--- src/rtl/pipe_pkg.sv ---
// ============================================================================
// Module      : pipe_pkg
// Description : Shared Y86 pipeline constants and the stall-watchdog state type.
// Revision    : 1.0 - initial release
// ============================================================================
`default_nettype none

package pipe_pkg;

    localparam int PIPE_STAT_W = 3;

    // Y86 status encodings
    localparam logic [PIPE_STAT_W-1:0] SAOK = 3'd1;
    localparam logic [PIPE_STAT_W-1:0] SADR = 3'd2;
    localparam logic [PIPE_STAT_W-1:0] SINS = 3'd3;
    localparam logic [PIPE_STAT_W-1:0] SHLT = 3'd4;

    typedef enum logic [1:0] {
        RUN  = 2'd0,
        HOLD = 2'd1,
        HUNG = 2'd2
    } wdog_state_e;

endpackage

`default_nettype wire

--- src/rtl/pipe_stall_wdog.sv ---
// ============================================================================
// Module      : pipe_stall_wdog
// Description : Stall watchdog; flags a stage stalled for STALL_LIMIT+ cycles.
// Revision    : 1.0 - initial release
// ============================================================================
`default_nettype none

module pipe_stall_wdog
    import pipe_pkg::*;
#(
    parameter int STALL_LIMIT = 16
) (
    input  logic clk_i,
    input  logic rst_i,
    input  logic stall_i,
    output logic hung_o
);

    localparam logic [15:0] c_limit = 16'(STALL_LIMIT);

    wdog_state_e state_q, state_d;
    logic [15:0] hold_q, hold_d;
    logic [15:0] w_hold_inc;

    assign w_hold_inc = hold_q + 16'd1;

    always_ff @(posedge clk_i) begin
        if (rst_i) begin
            state_q <= RUN;
            hold_q  <= 16'd0;
        end else begin
            state_q <= state_d;
            hold_q  <= hold_d;
        end
    end

    always_comb begin
        state_d = state_q;
        hold_d  = hold_q;
        case (state_q)
            RUN: begin
                if (stall_i) begin
                    state_d = HOLD;
                    hold_d  = 16'd1;
                end
            end
            HOLD: begin
                if (!stall_i) begin
                    state_d = RUN;
                    hold_d  = 16'd0;
                end else begin
                    hold_d = w_hold_inc;
                    if (w_hold_inc == c_limit) begin
                        state_d = HUNG;
                    end
                end
            end
            HUNG: begin
                // Count parks at the limit while the stall persists
                if (!stall_i) begin
                    state_d = RUN;
                    hold_d  = 16'd0;
                end
            end
            default: begin
                state_d = RUN;
                hold_d  = 16'd0;
            end
        endcase
    end

    always_comb begin
        hung_o = (state_q == HUNG);
    end

endmodule

`default_nettype wire

--- src/rtl/pipe_stage_reg.sv ---
// ============================================================================
// Module      : pipe_stage_reg
// Description : One pipeline stage register with stall/bubble control, sticky
//               conflict flag, stall watchdog and optional perf counters
//               (enabled by defining PIPE_STAGE_REG_PERF_EN).
// Revision    : 1.0 - initial release
// ============================================================================
`default_nettype none

module pipe_stage_reg
    import pipe_pkg::*;
#(
    parameter int                 DATA_W      = 64,
    parameter logic [DATA_W-1:0]  RESET_VAL   = '0,
    parameter logic [DATA_W-1:0]  BUBBLE_VAL  = '0,
    parameter int                 STAT_W      = PIPE_STAT_W,
    parameter logic [STAT_W-1:0]  STAT_BUBBLE = STAT_W'(SAOK),
    parameter int                 STALL_LIMIT = 16,
    parameter int                 CNT_W       = 32
) (
    input  logic              clk_i,
    input  logic              rst_i,
    input  logic              stall_i,
    input  logic              bubble_i,
    input  logic              clr_err_i,
    input  logic              valid_i,
    input  logic [STAT_W-1:0] stat_i,
    input  logic [DATA_W-1:0] data_i,
    output logic              valid_o,
    output logic [STAT_W-1:0] stat_o,
    output logic [DATA_W-1:0] data_o,
    output logic              conflict_o,
    output logic              hung_o,
    output logic [CNT_W-1:0]  stall_cnt_o,
    output logic [CNT_W-1:0]  bubble_cnt_o
);

    logic              valid_q, valid_d;
    logic [STAT_W-1:0] stat_q, stat_d;
    logic [DATA_W-1:0] data_q, data_d;
    logic              conflict_q, conflict_d;

    // Stall outranks bubble; a simultaneous request is recorded as a conflict
    always_comb begin
        valid_d = valid_q;
        stat_d  = stat_q;
        data_d  = data_q;
        if (stall_i) begin
            valid_d = valid_q;
        end else if (bubble_i) begin
            valid_d = 1'b0;
            stat_d  = STAT_BUBBLE;
            data_d  = BUBBLE_VAL;
        end else begin
            valid_d = valid_i;
            stat_d  = stat_i;
            data_d  = data_i;
        end
    end

    always_comb begin
        conflict_d = conflict_q;
        if (stall_i && bubble_i) begin
            conflict_d = 1'b1;
        end else if (clr_err_i) begin
            conflict_d = 1'b0;
        end
    end

    always_ff @(posedge clk_i) begin
        if (rst_i) begin
            valid_q    <= 1'b0;
            stat_q     <= STAT_BUBBLE;
            data_q     <= RESET_VAL;
            conflict_q <= 1'b0;
        end else begin
            valid_q    <= valid_d;
            stat_q     <= stat_d;
            data_q     <= data_d;
            conflict_q <= conflict_d;
        end
    end

    assign valid_o    = valid_q;
    assign stat_o     = stat_q;
    assign data_o     = data_q;
    assign conflict_o = conflict_q;

    pipe_stall_wdog #(
        .STALL_LIMIT (STALL_LIMIT)
    ) u_wdog (
        .clk_i   (clk_i),
        .rst_i   (rst_i),
        .stall_i (stall_i),
        .hung_o  (hung_o)
    );

`ifdef PIPE_STAGE_REG_PERF_EN
    localparam logic [CNT_W-1:0] c_cnt_max = '1;

    logic [CNT_W-1:0] stall_cnt_q, stall_cnt_d;
    logic [CNT_W-1:0] bubble_cnt_q, bubble_cnt_d;

    always_comb begin
        stall_cnt_d  = stall_cnt_q;
        bubble_cnt_d = bubble_cnt_q;
        if (stall_i && (stall_cnt_q != c_cnt_max)) begin
            stall_cnt_d = stall_cnt_q + 1'b1;
        end
        if (bubble_i && !stall_i && (bubble_cnt_q != c_cnt_max)) begin
            bubble_cnt_d = bubble_cnt_q + 1'b1;
        end
    end

    always_ff @(posedge clk_i) begin
        if (rst_i) begin
            stall_cnt_q  <= '0;
            bubble_cnt_q <= '0;
        end else begin
            stall_cnt_q  <= stall_cnt_d;
            bubble_cnt_q <= bubble_cnt_d;
        end
    end

    assign stall_cnt_o  = stall_cnt_q;
    assign bubble_cnt_o = bubble_cnt_q;
`else
    assign stall_cnt_o  = '0;
    assign bubble_cnt_o = '0;
`endif

endmodule

`default_nettype wire

--- config.mk ---
export PLATFORM = sky130hd
export DESIGN_NAME = pipe_stage_reg
export DESIGN_NICKNAME = d
export VERILOG_FILES = /design/src/rtl/pipe_pkg.sv /design/src/rtl/pipe_stall_wdog.sv /design/src/rtl/pipe_stage_reg.sv
export SDC_FILE = /design/constraint.sdc
export NUM_CORES = 1
export LEC_CHECK = 0
export CAP_MARGIN = 20
export CORE_UTILIZATION = 43
export DETAILED_ROUTE_END_ITERATION = 7
export HOLD_SLACK_MARGIN = 0.08
export PLACE_DENSITY = 0.95
export SLEW_MARGIN = 20
export SYNTH_ARGS = -nofsm -noshare
export SYNTH_HDL_FRONTEND = slang
export SYNTH_SLANG_ARGS = --single-unit
--- constraint.sdc ---
create_clock -name clk_i -period 4.4 [get_ports clk_i]
set_input_delay 0.66 -clock clk_i [delete_from_list [all_inputs] [get_ports clk_i]]
set_output_delay 0.66 -clock clk_i [all_outputs]
set_load 0.02 [all_outputs]
# --- Word level (Yosys, flattened, before mapping) ---
# Cells that the tools add are included.
word_totals:
  ff_bits: 87
  in_bits: 73
  output_inout_bits: 134
  word_cells: 32
op_classes:
  addsub: 1
  eq_ne: 6
  muxes: 14
  reduce_logical: 5
ops:
  columns: ["op", "n"]
  rows:
  - ["$mux W64", 1]
  - ["$mux W16", 3]
  - ["$pmux W16 S3", 1]
  - ["$add A16 B1 Y16 const B", 1]
  - ["$eq A16 B5 Y1 const B", 1]
  - ["$mux W2", 4]
  - ["$pmux W2 S3", 1]
  - ["$ne A2 B2 Y1 const B", 2]
  - ["$mux W1", 3]
  - ["$mux W3", 1]
  - ["$ne A3 B2 Y1 const B", 1]
  - ["$reduce_and A3 Y1", 1]
  - ["$eq A2 B1 Y1 const B", 1]
  - ["$eq A2 B2 Y1 const B", 1]
  - ["$logic_not A2 Y1", 1]
  - ["$reduce_and A2 Y1", 1]
  - ["$reduce_bool A2 Y1", 1]
  - ["$logic_and A1 B1 Y1", 1]

# --- Logic depth before layout (Yosys ltp) ---
# Gate-level depths: netlist (run 1).
logic_depth:
  ltp_word: 5
  depth_mapped: 8
  ltp_nobuf: 7

# --- By module ---
# A second synthesis (run 1) with hierarchy kept.
unflattened:
  cells_unflattened: 521
  hier_area_um2: 4539.4
by_module_without_submodules:
  columns: ["module", "instances", "cells_each", "area_per_inst_um2", "seq_area_each_um2"]
  rows:
  - ["pipe_stage_reg", 1, 372, 3409.5, 1381.3]
  - ["pipe_stall_wdog", 1, 149, 1129.8, 360.3]

# --- Least setup slack after synthesis (run 1) ---
# No wires, ideal clock.
synth_path:
  kind: "reg-to-reg"
  from: "register u_wdog.hold_q[3]"
  to: "register u_wdog.state_q[1]"
  setup_ns: 0.059
  arrival_ns: 1.907
  path_slack_ns: 2.434
  stages_incl_launch_ff: 9
  n_path_buf: 2
  period_less_slack_ns: 1.966
  cell_sequence: "dfxtp_1 -> buf_6 -> and4_4 -> buf_6 -> a211o_1 -> a2111oi_2 -> o2111ai_1 -> nor4_1 -> o211a_1"
synth_between:
  elab_chain_cells: 4
synth_lines:
  columns: ["item", "line", "text"]
  rows:
  - ["start: declaration", "pipe_stall_wdog.sv:22", "logic [15:0] hold_q, hold_d;"]
  - ["start signal: assignment", "pipe_stall_wdog.sv:33", "hold_q <= hold_d;"]
  - ["$add A16 B1 Y16", "pipe_stall_wdog.sv:25", "assign w_hold_inc = hold_q + 16'd1;"]
  - ["$eq A16 B5 Y1", "pipe_stall_wdog.sv:53", "if (w_hold_inc == c_limit) begin"]
  - ["$ne A3 B2 Y1 (no line)", null, null]
  - ["$reduce_and A3 Y1 (no line)", null, null]
  - ["end signal: assignment", "pipe_stall_wdog.sv:32", "state_q <= state_d;"]
  - ["end: declaration", "pipe_stall_wdog.sv:21", "wdog_state_e state_q, state_d;"]
# Every way passes these cells.
# A chain may end at the register's enable or synchronous reset.

# --- Worst setup path in the final report (run 1) ---
layout_path:
  from: "register u_wdog.state_q[1]"
  to: "output port hung_o"
layout_between:
  elab_chain_cells: 1
layout_lines:
  columns: ["item", "line", "text"]
  rows:
  - ["$eq A2 B2 Y1", "pipe_stall_wdog.sv:73", "hung_o = (state_q == HUNG);"]
  - ["end: declaration", "pipe_stage_reg.sv:33", "output logic hung_o,"]
# Every way passes these cells.

==> impl_metrics.env, run 1 <==
export IMPL_rr_worst_depth=7
export IMPL_slowest_stage="clkdlybuf4s50_1"
export IMPL_synth_common_cells="nor2_1, dfxtp_1, a22oi_1, buf_4, clkbuf_1"
export IMPL_syn_area_per_cell_um2=8.584
export IMPL_grt_pass1_wl_um=15590
export IMPL_totalWireLength_um=9842
export IMPL_die_width_um=97.72
export IMPL_grt_max_degree=67
export IMPL_antenna_left=0
export IMPL_synthesis_instances=459
export IMPL_num_io_pins=207
export IMPL_crit_family="buffers and inverters"
export IMPL_hold_class="reg -> reg"
export IMPL_ys_seq_area_share_pct=44.20
export IMPL_core_area_um2=8806
export IMPL_final_cells=687
export IMPL_die_area_um2=9549
export IMPL_synth_top_flop_cell="dfxtp_1"
export IMPL_wire_per_inst_um=14.33
export IMPL_worstPathMaxFanout=8
export IMPL_netlist_area_um2=3940
export IMPL_fin_worst_skew_ns=0.007033
export IMPL_max_slew_margin_pct=36.95
export IMPL_hold_violations=0
export IMPL_synth_top_area_share_pct=44.20
export IMPL_cpPeakStageDelay_ns=0.67
export IMPL_cts_root_buf="clkbuf_8"
export IMPL_antenna_found_initial=0
export IMPL_core_rowCount=34
export IMPL_nets=649
export IMPL_hold_buffers=0
export IMPL_synth_cell_types=43
export IMPL_regToRegSetupSlack_ns=2.17
export IMPL_crit_type="reg -> out"
export IMPL_post_route_min_period_ns=2.464
export IMPL_gr_total_overflow=0
export IMPL_setup_tns_ns=0
export IMPL_start_util_pct=44.74
export IMPL_cts_repair_resized=0
export IMPL_drv_cap=0
export IMPL_rsz0062_at_grt="no"
export IMPL_cp_startpoint="u_wdog.state_q[1]"
export IMPL_num_vias=3521
export IMPL_worstMarginPinSlew_ns=0.9458
export IMPL_clk_latency_ns=0.35
export IMPL_reg2reg_to="u_wdog.state_q[1]"
export IMPL_cp_start_kind="flip-flop"
export IMPL_post_cts_repair_setup_buffers=0
export IMPL_design_area_um2=5310
export IMPL_synth_top_cell_by_area="dfxtp_1"
export IMPL_drc=20
export IMPL_numCtsBuffers=9
export IMPL_drtIter0Drc=196
export IMPL_die_y_um=97.72
export IMPL_cp_end_kind="output port"
export IMPL_crit_chain="nor2b_1 -> clkdlybuf4s50_1"
export IMPL_grt_usage_pct=20.43
export IMPL_drive_gt1_share_pct=4.663
export IMPL_place_area_um2=5095
export IMPL_status="finished with violations"
export IMPL_vias_per_cell=5.125
export IMPL_yosysMostFrequentCell="nor2_1"
export IMPL_ys_warn_count=0
export IMPL_post_place_cells=671
export IMPL_fin_crit_sh_pct=55.99
export IMPL_grt_pass1_vias=3314
export IMPL_cts_htree_levels=3
export IMPL_endpoint="hung_o"
export IMPL_dp_hpwl_um=6940
export IMPL_violations="DRC"
export IMPL_reg2reg_from="u_wdog.hold_q[0]"
export IMPL_syn_to_final_growth_pct=34.77
export IMPL_cp_num_buf_inv=1
export IMPL_detailedRoute_firstPassIterationCount=7
export IMPL_diodes=0
export IMPL_place_gp_congestion=0.7948
export IMPL_crit_required_ns=3.74
export IMPL_synth_edf_count=0
export IMPL_cts_buffer_depth=2
export IMPL_cp_depth=2
export IMPL_ys_ff_latch=87
export IMPL_synthTopCellsByArea="dfxtp_1, a22oi_1, buf_4"
export IMPL_portBuffers=142
export IMPL_fill_cells=728
export IMPL_fmax_mhz=405.9
export IMPL_setup_viol=0
export IMPL_p_leak_nw=2.050
export IMPL_ys_async_sr_fraction_pct=0
export IMPL_cts_tree="built"
export IMPL_clk_pin_slew_worst_paths_ns=0.08
export IMPL_vdd_ir_drop_max_mv=0.1911
export IMPL_arrival_ns=1.80
export IMPL_cts_sinks=87
export IMPL_drv_slew=0
export IMPL_power_density_nw_per_um2=318.6
## state kept, by name, indices dropped and copies added, names as in the netlist
signal / cells
conflict_o: 1
data_o: 64
u_wdog.state_q: 2
stat_o: 3
valid_o: 1
u_wdog.hold_q: 16
## how the worst min path moves through the flow
stage | cells past startpoint | slack (ns) | startpoint | endpoint
2_1_floorplan | 2 | 0.47 | u_wdog.hold_q[15] | u_wdog.hold_q[15]
3_3_place_gp | 2 | 0.46 | conflict_o | conflict_o
3_5_place_dp | 2 | 0.49 | stat_o[1] | stat_o[1]
4_1_cts | 2 | 0.51 | stat_o[1] | stat_o[1]
5_1_grt | 2 | 0.52 | stat_o[1] | stat_o[1]
6_report | 2 | 0.51 | stat_o[1] | stat_o[1]
## routing by layer
layer  vias to the layer above  routed length [um]  GRT usage [%]
met5                         -                   0              0
met4                         0                 264          10.37
met3                        24                 744          6.475
met2                       149                5074          35.52
met1                      1642                3759          22.40
li1                       1706                   -              -
## stage by stage
stage	util (%)	power [mW]	setup slack (ns)	hold WS, ns
global placement	57.86	1.114	1.958	0.4593
CTS	60.30	1.699	1.924	0.5107
finish	60.30	1.692	1.936	0.5128
detailed placement	57.86	1.123	1.792	0.4909
global route	60.30	1.761	1.838	0.5160
floorplan	-	1.037	2.434	0.4744
## power breakdown
| group | total (mW) | leakage, nW | internal, mW | switching (mW) |
|---|---|---|---|---|
| Clock | 0.584 | 0.110 | 0.287 | 0.298 |
| Combinational | 0.279 | 1.23 | 0.122 | 0.157 |
| Sequential | 0.829 | 0.709 | 0.812 | 0.0164 |
## kinds of logic after synthesis
| group | count (synthesis) | share of synthesized area, % |
|---|---|---|
| other cells | 1 | 0.09518 |
| xor+xnor | 5 | 1.112 |
| fa+ha+maj | 2 | 0.6350 |
| simple gates | 144 | 16.89 |
| buf+inv | 105 | 16.80 |
| mux | 1 | 0.2541 |
| compound gates | 114 | 20.01 |
| flops | 87 | 44.20 |
## cell usage in the layout (no fill, tap or decap), types with 4 or more instances in the layout
cell type and count:
clkdlybuf4s50_1 140, nor2_1 88, dfxtp_1 87, a22oi_1 67, conb_1 64, a21oi_1 20
o21ai_0 10, clkbuf_8 10, nand2_1 9, nor3_1 9, nand4_1 7, nand3_1 7
a31oi_1 4, a211oi_1 4
## area by class of cell
| cell class | instances | area (um^2) | share of cell area, % |
|---|---|---|---|
| clock inverter | 6 | 77.57 | 1.461 |
| inverter | 1 | 3.754 | 0.07069 |
| sequential | 87 | 1742 | 32.80 |
| timing repair buffer | 145 | 1434 | 27.00 |
| clock buffer | 10 | 137.6 | 2.592 |
| tap | 108 | 135.1 | 2.545 |
| multi-input combinational | 330 | 1780 | 33.53 |
## worst register-to-register path: cells and delay by family (launching register included)
family,cells,cell delay [ns]
AND/OR/NAND/NOR,2,0.55
adder cells (fa/ha/maj),1,0.31
flip-flops,1,0.49
AO/OA/AOI/OAI,4,0.83
Note: power is estimated with default switching activity, not from simulation.
==> run 2: changes to the inputs <==
--- a/config.mk
+++ b/config.mk
@@ -6,10 +6,10 @@
 export NUM_CORES = 1
 export LEC_CHECK = 0
 export CAP_MARGIN = 20
-export CORE_UTILIZATION = 43
+export CORE_UTILIZATION = 36
 export DETAILED_ROUTE_END_ITERATION = 7
 export HOLD_SLACK_MARGIN = 0.08
-export PLACE_DENSITY = 0.95
+export PLACE_DENSITY = 0.88
 export SLEW_MARGIN = 20
 export SYNTH_ARGS = -nofsm -noshare
 export SYNTH_HDL_FRONTEND = slang
==> constraint.sdc (replaced) <==
create_clock -name clk_i -period 2 [get_ports clk_i]
set_input_delay 0.3 -clock clk_i [delete_from_list [all_inputs] [get_ports clk_i]]
set_output_delay 0.3 -clock clk_i [all_outputs]
set_load 0.02 [all_outputs]
==> run 2 against run 1 <==
  * First-iteration DRC count grew 61%
  * Largest cell class unchanged
  * Design area grew 3.9%
  * Final cell count rose by 6.4%
  * The run now ends clean
  * Critical path type is now reg -> reg
==> impl_metrics.env, run 2 (synthesis gave the netlist of run 1 again) <==
export IMPL_status="completed"
export IMPL_drv_cap=0
export IMPL_cts_buffer_depth=2
export IMPL_grt_pass1_wl_um=16550
export IMPL_diodes=0
export IMPL_place_gp_congestion=0.9047
export IMPL_post_route_min_period_ns=1.890
export IMPL_drc=0
export IMPL_vias_per_cell=5.016
export IMPL_fill_cells=946
export IMPL_multi_input_area_um2=1813
export IMPL_crit_type="reg -> reg"
export IMPL_grt_usage_pct=18.08
export IMPL_p_total_mw=3.733
export IMPL_core_rowCount=37
export IMPL_cts_htree_levels=3
export IMPL_fmax_mhz=529.2
export IMPL_antenna_found_initial=0
export IMPL_grt_pass1_vias=3490
export IMPL_cp_end_kind="flip-flop"
export IMPL_wire_per_inst_um=14.45
export IMPL_num_io_pins=207
export IMPL_holdWs_ns=0.3316
export IMPL_core_area_um2=10460
export IMPL_drive_gt1_share_pct=8.571
export IMPL_fin_worst_skew_ns=0.007002
export IMPL_cts_tree="built"
export IMPL_totalWireLength_um=10560
export IMPL_cp_start_kind="flip-flop"
export IMPL_hold_violations=0
export IMPL_nets=665
export IMPL_num_vias=3667
export IMPL_dp_hpwl_um=7505
export IMPL_setup_viol=0
export IMPL_largest_reg_flops=64
export IMPL_regArea_um2=1748
export IMPL_drtIter0Drc=316
export IMPL_hold_class="in -> reg"
export IMPL_arrival_ns=2.15
export IMPL_cts_root_buf="clkbuf_8"
export IMPL_numCtsBuffers=9
export IMPL_gr_total_overflow=0
export IMPL_clk_pin_slew_worst_paths_ns=0.09
export IMPL_cts_sinks=87
export IMPL_layout_cells_most_common="clkdlybuf4s50_1"
export IMPL_drv_slew=0
export IMPL_syn_to_final_growth_pct=40.08
export IMPL_die_width_um=106.6
export IMPL_die_area_um2=11370
export IMPL_grt_max_degree=50
export IMPL_final_core_util_pct=52.75
export IMPL_start_util_pct=37.66
export IMPL_portBuffers=142
export IMPL_p_leak_nw=2.141
export IMPL_clk_latency_ns=0.35
export IMPL_worstPathMaxFanout=9
export IMPL_vdd_ir_drop_max_mv=0.4269
export IMPL_die_y_um=106.6
export IMPL_power_density_nw_per_um2=676.4
export IMPL_final_cell_mix="clkdlybuf4s50_1, nor2_1, dfxtp_1"
export IMPL_crit_required_ns=2.26
export IMPL_antenna_left=0
export IMPL_detailedRoute_firstPassIterationCount=8
export IMPL_fin_crit_sh_pct=94.48
-- run 2: cell count changes in the layout (fill, tap and decap cells not counted), sizes merged --
cell | before | now
clkbuf | 10 | 12
buf | 5 | 21
dlygate4sd2 | 0 | 1
clkinv | 3 | 1
clkinvlp | 0 | 1
inv | 3 | 2
clkdlybuf4s50 | 140 | 139
-- run 2: final cells by class --
cell class	instances	share of cell area (%)
repair buffers	161	28.59
flip-flops and latches	87	31.67
well taps	136	3.083
clock buffers	12	2.811
multi-input cells	330	32.85
inverters	1	0.06801
clock inverters	4	0.9295
-- run 2: routing by layer --
metal	vias to the layer above	share of wire (%)	global-route usage, %
li1	1738	-	-
met1	1730	39	20.92
met2	177	52	30.74
met3	22	7.4	5.714
met4	0	2.0	7.436
met5	-	0	0
-- run 2: power by group --
group,switching [mW],internal (mW),leakage [nW]
logic,0.352,0.284,1.33
registers,0.0336,1.79,0.711
clock network,0.626,0.649,0.103
total,1.01,2.72,2.14
-- run 2: what timing repair did --
item | 4_1_cts | 5_1_grt
pin swaps | 0 | 3
hold buffers | 0 | 0
gates resized for setup | 2 | 9
cloned | 0 | 0
setup endpoints to repair | 1 | 2
setup buffers | 0 | 1
-- run 2: final timing paths --
check | cells past startpoint | slack (ns) | start | end
setup / recovery | 6 | 0.11 | u_wdog.hold_q[8] | u_wdog.state_q[0]
hold reg to reg | 2 | 0.48 | conflict_o | conflict_o
hold / removal | 2 | 0.33 | rst_i | data_o[28]
setup reg to reg | 6 | 0.11 | u_wdog.hold_q[8] | u_wdog.state_q[0]
-- run 2: critical path, stage by stage, from the launching register on --
cell and delay [ns]:
dfxtp_1 0.52, nand4_1 0.23, nor4_1 0.29, buf_4 0.17, xor2_1 0.25, nor3_1 0.08, nor4b_1 0.24
-- run 2: metrics by stage --
step           cell area (um^2)  setup slack, ns  instances  TNS [ns]
3_5_place_dp               5268          0.05388        714         0
3_3_place_gp               5268           0.1346        714         0
4_1_cts                    5475          0.01094        730         0
6_report                   5519           0.1103        731         0
2_1_floorplan              4177          0.03427        522         0
5_1_grt                    5519         -0.04968        731  -0.04968
==> run 3: changes to the inputs <==
--- a/config.mk
+++ b/config.mk
@@ -6,10 +6,11 @@
 export NUM_CORES = 1
 export LEC_CHECK = 0
 export CAP_MARGIN = 20
-export CORE_UTILIZATION = 36
+export CORE_UTILIZATION = 37
+export CTS_BUF_LIST = sky130_fd_sc_hd__clkbuf_8
 export DETAILED_ROUTE_END_ITERATION = 7
 export HOLD_SLACK_MARGIN = 0.08
-export PLACE_DENSITY = 0.88
+export PLACE_DENSITY = 0.9
 export SLEW_MARGIN = 20
 export SYNTH_ARGS = -nofsm -noshare
 export SYNTH_HDL_FRONTEND = slang
==> run 3 against run 2 <==
  * First-iteration DRC count fell by 29%
  * Clock skew rose by 0.0032 ns
  * Critical path type is now reg -> out
  * Die area fell by 2.7%
  * Highest routed layer unchanged
  * Clock power fell by 14%
  * Sequential power barely moved
==> impl_metrics.env, run 3 (synthesis gave the netlist of run 1 again) <==
export IMPL_status="completed"
export IMPL_cts_sinks=87
export IMPL_wl_met2_um=5439
export IMPL_fmax_mhz=530.6
export IMPL_vias_per_cell=4.967
export IMPL_clk_latency_ns=0.35
export IMPL_grt_max_degree=48
export IMPL_syn_to_final_growth_pct=40.65
export IMPL_power_density_nw_per_um2=642.2
export IMPL_wl_met3_um=663
export IMPL_drive_gt1_share_pct=10.50
export IMPL_grt_usage_pct=18.52
export IMPL_diodes=0
export IMPL_drv_cap=0
export IMPL_drtIter0Drc=223
export IMPL_place_gp_congestion=0.8990
export IMPL_cts_buffer_depth=2
export IMPL_hold_violations=0
export IMPL_numCtsBuffers=9
export IMPL_grt_pass1_wl_um=16540
export IMPL_die_y_um=105.2
export IMPL_design_area_um2=5542
export IMPL_core_area_um2=10320
export IMPL_die_area_um2=11060
export IMPL_hold_class="in -> reg"
export IMPL_setup_viol=0
export IMPL_start_util_pct=38.17
export IMPL_cp_end_kind="output port"
export IMPL_arrival_ns=1.58
export IMPL_largest_reg_flops=64
export IMPL_fin_crit_sh_pct=94.23
export IMPL_grt_pass1_vias=3497
export IMPL_portBuffers=142
export IMPL_nets=671
export IMPL_gr_total_overflow=0
export IMPL_cts_htree_levels=3
export IMPL_antenna_left=0
export IMPL_dp_hpwl_um=7586
export IMPL_final_cell_mix="clkdlybuf4s50_1, nor2_1, dfxtp_1"
export IMPL_p_leak_nw=2.171
export IMPL_cp_start_kind="flip-flop"
export IMPL_fin_worst_skew_ns=0.01021
export IMPL_layout_cells_most_common="clkdlybuf4s50_1"
export IMPL_crit_type="reg -> out"
export IMPL_antenna_found_initial=0
export IMPL_drc=0
export IMPL_max_slew_margin_pct=51.80
export IMPL_die_width_um=105.2
export IMPL_holdWs_ns=0.3332
export IMPL_totalWireLength_um=10540
export IMPL_wl_met1_um=4259
export IMPL_drv_slew=0
export IMPL_cts_tree="built"
export IMPL_p_total_mw=3.559
export IMPL_worstPathMaxFanout=6
export IMPL_crit_required_ns=1.70
export IMPL_worstMarginPinSlew_ns=0.7213
export IMPL_setup_slack_ns=0.1155
export IMPL_place_ws_ns=0.07107
export IMPL_core_rowCount=37
export IMPL_post_route_min_period_ns=1.885
export IMPL_detailedRoute_firstPassIterationCount=4
export IMPL_rsz0062_at_grt="yes"
export IMPL_num_io_pins=207
export IMPL_wire_per_inst_um=14.32
export IMPL_cts_root_buf="clkbuf_8"
export IMPL_top_layer="met4"
export IMPL_vdd_ir_drop_max_mv=0.4341
export IMPL_place_area_um2=5298
export IMPL_clk_pin_slew_worst_paths_ns=0.08
export IMPL_num_vias=3656
run 3: cell types whose count changed in the layout (fill, tap and decap cells not counted), sizes merged:
cell	previous run	this run
buf	21	27
clkinvlp	1	0
clkdlybuf4s50	139	140
bufinv	1	0
clkbuf	12	10
clkinv	1	4
dlygate4sd2	1	0
run 3: final timing paths:
path | start | cells past startpoint | slack (ns) | to
setup / recovery | u_wdog.state_q[0] | 2 | 0.12 | hung_o
hold / removal | stall_i | 2 | 0.33 | u_wdog.state_q[1]
setup reg to reg | u_wdog.hold_q[1] | 6 | 0.12 | u_wdog.state_q[1]
hold reg to reg | conflict_o | 2 | 0.49 | conflict_o
run 3: timing repair:
action                     4_1_cts  5_1_grt
hold buffers                     0        0
gates resized for setup          0       17
setup buffers                    0        3
hold endpoints to repair         0        0
setup endpoints to repair        0        3
run 3: metal layers:
layer,up-vias,track usage [%]
met3,16,5.365
met1,1739,21.59
met2,158,31.86
met4,0,7.042
met5,-,0
li1,1743,-
run 3: through the flow:
step	setup TNS, ns	instances	util [%]
final	0	736	53.68
after global routing	-0.03963	736	53.68
after CTS	0	733	52.96
after detailed placement	0	718	51.32
after global placement	0	718	51.32
after floorplan	0	522	-
run 3: worst max-delay path: stages, from the launching register on:
cell and delay (ns):
dfxtp_1 0.37, nor2b_1 0.20, clkdlybuf4s50_1 0.67
run 3: where the power goes:
part           switching, mW  internal (mW)  leakage (nW)
Combinational          0.351          0.283          1.37
Sequential            0.0331           1.79         0.713
Clock                  0.624          0.479        0.0923
Total                   1.01           2.55          2.17
run 3: area by class of cell:
class | count | area (um^2)
Sequential cell | 87 | 1753
Tap cell | 136 | 170.2
Inverter | 1 | 3.754
Clock inverter | 5 | 32.53
Fill cell | 913 | 4782
Clock buffer | 10 | 137.6
Multi-Input combinational cell | 330 | 1817
Timing Repair Buffer | 167 | 1628
